**src/rtl/int_ctrl_pkg.sv**
```systemverilog
// Shared constants and types for the int_ctrl interrupt controller.
package int_ctrl_pkg;

  localparam int NUM_SRC_DEF = 6;

  localparam logic [3:0] INT_MASK = 4'h0;
  localparam logic [3:0] INT_MODE = 4'h4;
  localparam logic [3:0] INT_PEND = 4'h8;
  localparam logic [3:0] INT_STAT = 4'hC;

  localparam int CLAIM_BIT = 31;
  localparam int ID_W      = 3;

  typedef enum logic [1:0] {
    ST_IDLE    = 2'd0,
    ST_REQ     = 2'd1,
    ST_SERVICE = 2'd2
  } int_state_e;

endpackage

```
**src/rtl/int_prio_enc.sv**
```systemverilog
// Fixed-priority winner select (index 0 highest), gated by the in-service vector.
// INT_CTRL_NEST_EN: strictly higher-priority sources may preempt; otherwise any in-service source blocks all.
module int_prio_enc import int_ctrl_pkg::*; #(
  parameter int NUM_SRC = NUM_SRC_DEF
) (
  input  logic [NUM_SRC-1:0] i_req,
  input  logic [NUM_SRC-1:0] i_insv,
  output logic               o_valid,
  output logic [ID_W-1:0]    o_id
);

`ifdef INT_CTRL_NEST_EN
  localparam bit NEST = 1'b1;
`else
  localparam bit NEST = 1'b0;
`endif

  logic w_blocked;

  // Walking from index 0, the first in-service bit blocks itself and everything below it.
  always_comb begin
    o_valid   = 1'b0;
    o_id      = '0;
    w_blocked = !NEST && (|i_insv);
    for (int i = 0; i < NUM_SRC; i++) begin
      if (i_insv[i]) w_blocked = 1'b1;
      if (i_req[i] && !w_blocked && !o_valid) begin
        o_valid = 1'b1;
        o_id    = ID_W'(i);
      end
    end
  end

endmodule

```
**src/rtl/int_ctrl.sv**
```systemverilog
// Programmable interrupt controller: edge/level capture, mask, claim/EOI register file, registered HWInt_O.
// Nesting is enabled by defining INT_CTRL_NEST_EN (handled inside int_prio_enc).
module int_ctrl import int_ctrl_pkg::*; #(
  parameter int NUM_SRC = NUM_SRC_DEF
) (
  input  logic               clk,
  input  logic               reset,
  input  logic [3:0]         ADD_I,
  input  logic               WE_I,
  input  logic [31:0]        DAT_I,
  output logic [31:0]        DAT_O,
  input  logic [NUM_SRC-1:0] IRQ_I,
  output logic [NUM_SRC-1:0] HWInt_O,
  output int_state_e         o_dbg_state
);

  logic [NUM_SRC-1:0] r_mask, r_mode, r_edge_pend, r_insv, r_irq_q, r_hwint;
  int_state_e         r_state;

  logic [NUM_SRC-1:0] w_rise, w_pend_eff, w_cand_oh;
  logic [NUM_SRC-1:0] w_claim_vec, w_w1c_vec, w_eoi_vec;
  logic               w_valid, w_wr_pend, w_claim, w_eoi, w_unused_dat;
  logic [ID_W-1:0]    w_id;

  assign w_rise     = IRQ_I & ~r_irq_q;
  assign w_pend_eff = ((r_mode & r_edge_pend) | (~r_mode & IRQ_I)) & r_mask;

  int_prio_enc #(.NUM_SRC(NUM_SRC)) u_prio (
    .i_req   (w_pend_eff),
    .i_insv  (r_insv),
    .o_valid (w_valid),
    .o_id    (w_id)
  );

  assign w_cand_oh = NUM_SRC'(1) << w_id;

  // A PEND write with bit 31 set is a claim only; otherwise it is write-1-to-clear.
  assign w_wr_pend   = WE_I && (ADD_I == INT_PEND);
  assign w_claim     = w_wr_pend && DAT_I[CLAIM_BIT] && w_valid;
  assign w_claim_vec = w_claim ? w_cand_oh : '0;
  assign w_w1c_vec   = (w_wr_pend && !DAT_I[CLAIM_BIT]) ? DAT_I[NUM_SRC-1:0] : '0;

  assign w_eoi     = WE_I && (ADD_I == INT_STAT) && (int'(DAT_I[ID_W-1:0]) < NUM_SRC);
  assign w_eoi_vec = w_eoi ? (NUM_SRC'(1) << DAT_I[ID_W-1:0]) : '0;

  assign w_unused_dat = ^DAT_I[CLAIM_BIT-1:NUM_SRC];

  always_ff @(posedge clk) begin
    if (reset) begin
      r_mask      <= '0;
      r_mode      <= '0;
      r_edge_pend <= '0;
      r_insv      <= '0;
      r_irq_q     <= '0;
    end else begin
      r_irq_q     <= IRQ_I;
      // A new rising edge beats a same-cycle clear.
      r_edge_pend <= (r_edge_pend & ~(w_w1c_vec | w_claim_vec)) | w_rise;
      r_insv      <= (r_insv & ~w_eoi_vec) | w_claim_vec;
      if (WE_I && (ADD_I == INT_MASK)) r_mask <= DAT_I[NUM_SRC-1:0];
      if (WE_I && (ADD_I == INT_MODE)) r_mode <= DAT_I[NUM_SRC-1:0];
    end
  end

  always_ff @(posedge clk) begin
    if (reset) begin
      r_state <= ST_IDLE;
      r_hwint <= '0;
    end else if (w_valid) begin
      r_state <= ST_REQ;
      r_hwint <= w_cand_oh;
    end else if (|r_insv) begin
      r_state <= ST_SERVICE;
      r_hwint <= '0;
    end else begin
      r_state <= ST_IDLE;
      r_hwint <= '0;
    end
  end

  assign HWInt_O     = r_hwint;
  assign o_dbg_state = r_state;

  always_comb begin
    DAT_O = '0;
    case (ADD_I)
      INT_MASK: DAT_O[NUM_SRC-1:0] = r_mask;
      INT_MODE: DAT_O[NUM_SRC-1:0] = r_mode;
      INT_PEND: DAT_O[NUM_SRC-1:0] = w_pend_eff;
      INT_STAT: begin
        DAT_O[31]          = w_valid;
        DAT_O[5 +: NUM_SRC] = r_insv;
        DAT_O[ID_W-1:0]    = w_id;
      end
      default: DAT_O = '0;
    endcase
  end

endmodule

```
**config.mk**
```make
export PLATFORM = sky130hd
export DESIGN_NAME = int_ctrl
export DESIGN_NICKNAME = d
export VERILOG_FILES = /design/src/rtl/int_ctrl_pkg.sv /design/src/rtl/int_prio_enc.sv /design/src/rtl/int_ctrl.sv
export SDC_FILE = /design/constraint.sdc
export NUM_CORES = 1
export LEC_CHECK = 0
export ABC_AREA = 1
export BUFFER_PORTS_ARGS = -buffer_cell sky130_fd_sc_hd__buf_2
export CAP_MARGIN = 40
export CORE_AREA = 5 5 79 81
export DETAILED_ROUTE_END_ITERATION = 6
export DIE_AREA = 0 0 84 86
export PLACE_DENSITY = 0.63
export SETUP_SLACK_MARGIN = 0.2
export SLEW_MARGIN = 20
export SYNTH_ARGS = -nofsm -noshare
export SYNTH_HDL_FRONTEND = slang
export SYNTH_HIERARCHICAL = 1
export SYNTH_SLANG_ARGS = --single-unit
```
**constraint.sdc**
```tcl
create_clock -name clk -period 5.1 [get_ports clk]
set_input_delay 1.02 -clock clk [delete_from_list [all_inputs] [get_ports clk]]
set_output_delay 1.02 -clock clk [all_outputs]
set_load 0.02 [all_outputs]
```
==> impl_metrics.json <==
{
  "setup_ws_ps": 1549,
  "dp_hpwl_um": 3714,
  "power.leakage_uw": 0.001090,
  "multi_input_area_um2": 1033,
  "diodes": 0,
  "fmax_mhz": 281.6,
  "syn_inst": 311,
  "viasPerCell": 4.631,
  "internal_power_uw": 467.2,
  "critical_path.endpoint": "DAT_O[2]",
  "clk_pin_slew_ps": 70,
  "wl_per_cell_um": 11.98,
  "period_minus_slack_ps": 3551,
  "cp.arrival_ps": 2530,
  "row_count": 27,
  "pre_cts_ws_ps": 1561,
  "drc": 0,
  "cts_max_level": 2,
  "reg2reg_slack_ps": 3050,
  "antenna_found_initial": 0,
  "wirelength_um": 4995,
  "holdPathStages": 3,
  "grt.total_usage_pct": 13.94,
  "p_seq_share_pct": 49.5,
  "num-fill-cells": 601,
  "drv_cap": 0,
  "synth_top_area_cell": "dfxtp_1",
  "setup_violations": 0,
  "gp_congestion": 0.8126,
  "crit_chain": "buf_2 > o21ai_0 > a21oi_1 > inv_1 > nand2_1 > o31ai_2 > o21ai_1 > inv_1 > nand2_1 > nand4_1 > buf_2",
  "cts-buffers-inserted": 5,
  "synth.distinct_cells": 28,
  "worstPathRequired_ps": 4080,
  "maxSlewViolCount": 0,
  "core_um2": 5405,
  "die_w_um": 84,
  "vias": 1931,
  "regArea_um2": 760.7,
  "ir_drop_mv": 0.1171,
  "yosysWarnings": 6,
  "r2r-start": "r_mode[3]",
  "finalHoldViolations": 0,
  "clkLatencyLatePin_ps": 290,
  "dieHeight_um": 86,
  "ios": 85,
  "start_util_pct": 39.03,
  "cp-start-kind": "primary input",
  "cts_buffer_depth": 2,
  "synth_area_leaders": "dfxtp_1 36%, nand2_1 13%, buf_4 7.8%",
  "rsz0062_at_grt": "no",
  "fin_worst_skew_ps": 3.462,
  "combPwrFrac_pct": 10.3,
  "worstHoldPathType": "reg -> reg",
  "final.setup.tns_ps": 0,
  "numPortBuffers": 39,
  "grt_max_degree": 33,
  "grt_first_pass_wirelength_um": 8231,
  "worstMarginPinSlew_ps": 832.8,
  "detail-route-antenna-nets": 0,
  "cts_sinks": 38,
  "endpoint_kind": "output port",
  "area_growth_pct": 11.45,
  "crit_path_max_incr_delay_ps": 230,
  "pwr_density_cell_nw_per_um2": 264.7,
  "path_max_fanout": 10,
  "dieArea_um2": 7224,
  "synth_area_per_cell_um2": 6.783,
  "first_iter_violations": 85,
  "status": "finished clean",
  "slowest_stage": "o31ai_2",
  "drive_above_1_share_pct": 18.26,
  "firstDrtPassIters": 4,
  "clockRootBuffer": "clkbuf_8",
  "cts_hold_buf": 0,
  "cts_setup_buffers": 0,
  "grt_pass1_vias": 1769,
  "path_class": "in -> out",
  "worst_r2r_path_depth": 12,
  "ys_seq_area_share_pct": 36.06,
  "layout_worst_path_cycle_share_pct": 69.62,
  "relSlewSlack_pct": 44.18,
  "cts_repair_resize_count": 0,
  "regToRegEndpoint": "r_edge_pend[3]",
  "p_switching_uw": 155.1,
  "crit_start": "IRQ_I[3]",
  "p_clk_share_pct": 40.2,
  "p_sw_share_pct": 24.92,
  "layout.nets": 389,
  "synth_top_area_share_pct": 36.06,
  "globalRouteOverflowTotal": 0,
  "ys_seq_elements": 38,
  "cts_tree": "yes",
  "syn_area_um2": 2110
}
[worst min-delay path by stage]
| stage | from | endpoint | slack [ps] |
|---|---|---|---|
| 2_1_floorplan | r_irq_q[0] | r_edge_pend[0] | 430 |
| 3_3_place_gp | r_irq_q[4] | r_edge_pend[4] | 440 |
| 3_5_place_dp | r_irq_q[4] | r_edge_pend[4] | 440 |
| 4_1_cts | r_irq_q[4] | r_edge_pend[4] | 460 |
| 5_1_grt | r_irq_q[4] | r_edge_pend[4] | 480 |
| 6_report | r_irq_q[3] | r_edge_pend[3] | 460 |
[per-layer routing]
metal	vias to the layer above	track usage, %	routed length, µm
met3	7	3.746	332
met5	-	0	0
li1	1020	-	-
met2	59	22.70	2256
met4	0	4.240	66
met1	845	18.06	2340
[cell usage in the layout (no fill, tap or decap), types with 3 or more instances in the layout]
| cell | n |
|---|---|
| nor2_2 | 5 |
| inv_1 | 37 |
| nor2_1 | 33 |
| inv_2 | 3 |
| nand4_1 | 16 |
| a21oi_1 | 20 |
| nand2_1 | 71 |
| conb_1 | 20 |
| o211a_1 | 4 |
| dfxtp_1 | 38 |
| nand3_1 | 23 |
| buf_2 | 39 |
| nor4_1 | 5 |
| clkbuf_8 | 5 |
| nor3_1 | 6 |
| nand2_2 | 3 |
[critical path: cells and delay by family]
family	cells	cell delay, ps
buffers and inverters	4	590
AOI/OAI and AO/OA	4	580
and+or+nand+nor	3	320
[stage by stage]
stage / instance area, µm² / total power (µW) / instances / util, % / hold WS (ps)
global placement: 2245 / 378.1 / 409 / 41.53 / 437.6
global route: 2351 / 650.8 / 417 / 43.50 / 475.7
finish: 2351 / 622.3 / 417 / 43.50 / 456.1
CTS: 2351 / 630.7 / 417 / 43.50 / 460.8
detailed placement: 2245 / 378.7 / 409 / 41.53 / 440.7
floorplan: 2181 / 372.9 / 330 / - / 429.6
[synth_stat cells (all sizes together)]
master	instances
nor3	8
a21oi	20
nand3	24
o31ai	2
nor2	40
buf	30
nand3b	1
conb	1
nand2	74
o211a	4
inv	40
clkinv	2
dfxtp	38
nor4	5
o21ai	3
clkbuf	3
nand4	16
[power groups by stage]
stage	sequential (µW)	clock (µW)	combinational, µW
final	308	250	64.2
after global routing	309	270	71.5
after CTS	308	259	63.9
after detailed placement	315	0	63.7
after global placement	315	0	63.2
after floorplan	315	0	58.0
[state kept, by name, indices dropped and copies added (netlist names)]
name         count
r_mask           6
r_irq_q          6
o_dbg_state      2
r_insv           6
r_edge_pend      6
r_mode           6
HWInt_O          6
[final cells by class]
class                      count  share of cell area (%)
multi-input combinational    217                   43.96
sequential                    38                   32.36
timing repair buffer          40                   8.622
inverter                      42                   6.706
tap                           72                   3.832
clock buffer                   7                   3.246
clock inverter                 1                   1.277
[kinds of logic (layout without fill, tap and decap cells)]
| family | Yosys count | after routing | share of synthesized area [%] |
|---|---|---|---|
| AO/OA/AOI/OAI | 29 | 29 | 8.304 |
| flip-flops | 38 | 38 | 36.06 |
| other | 1 | 20 | 0.1778 |
| buffers and inverters | 75 | 90 | 18.33 |
| AND/OR/NAND/NOR | 168 | 168 | 37.13 |
No activity file was read; power rests on OpenSTA's default activity.
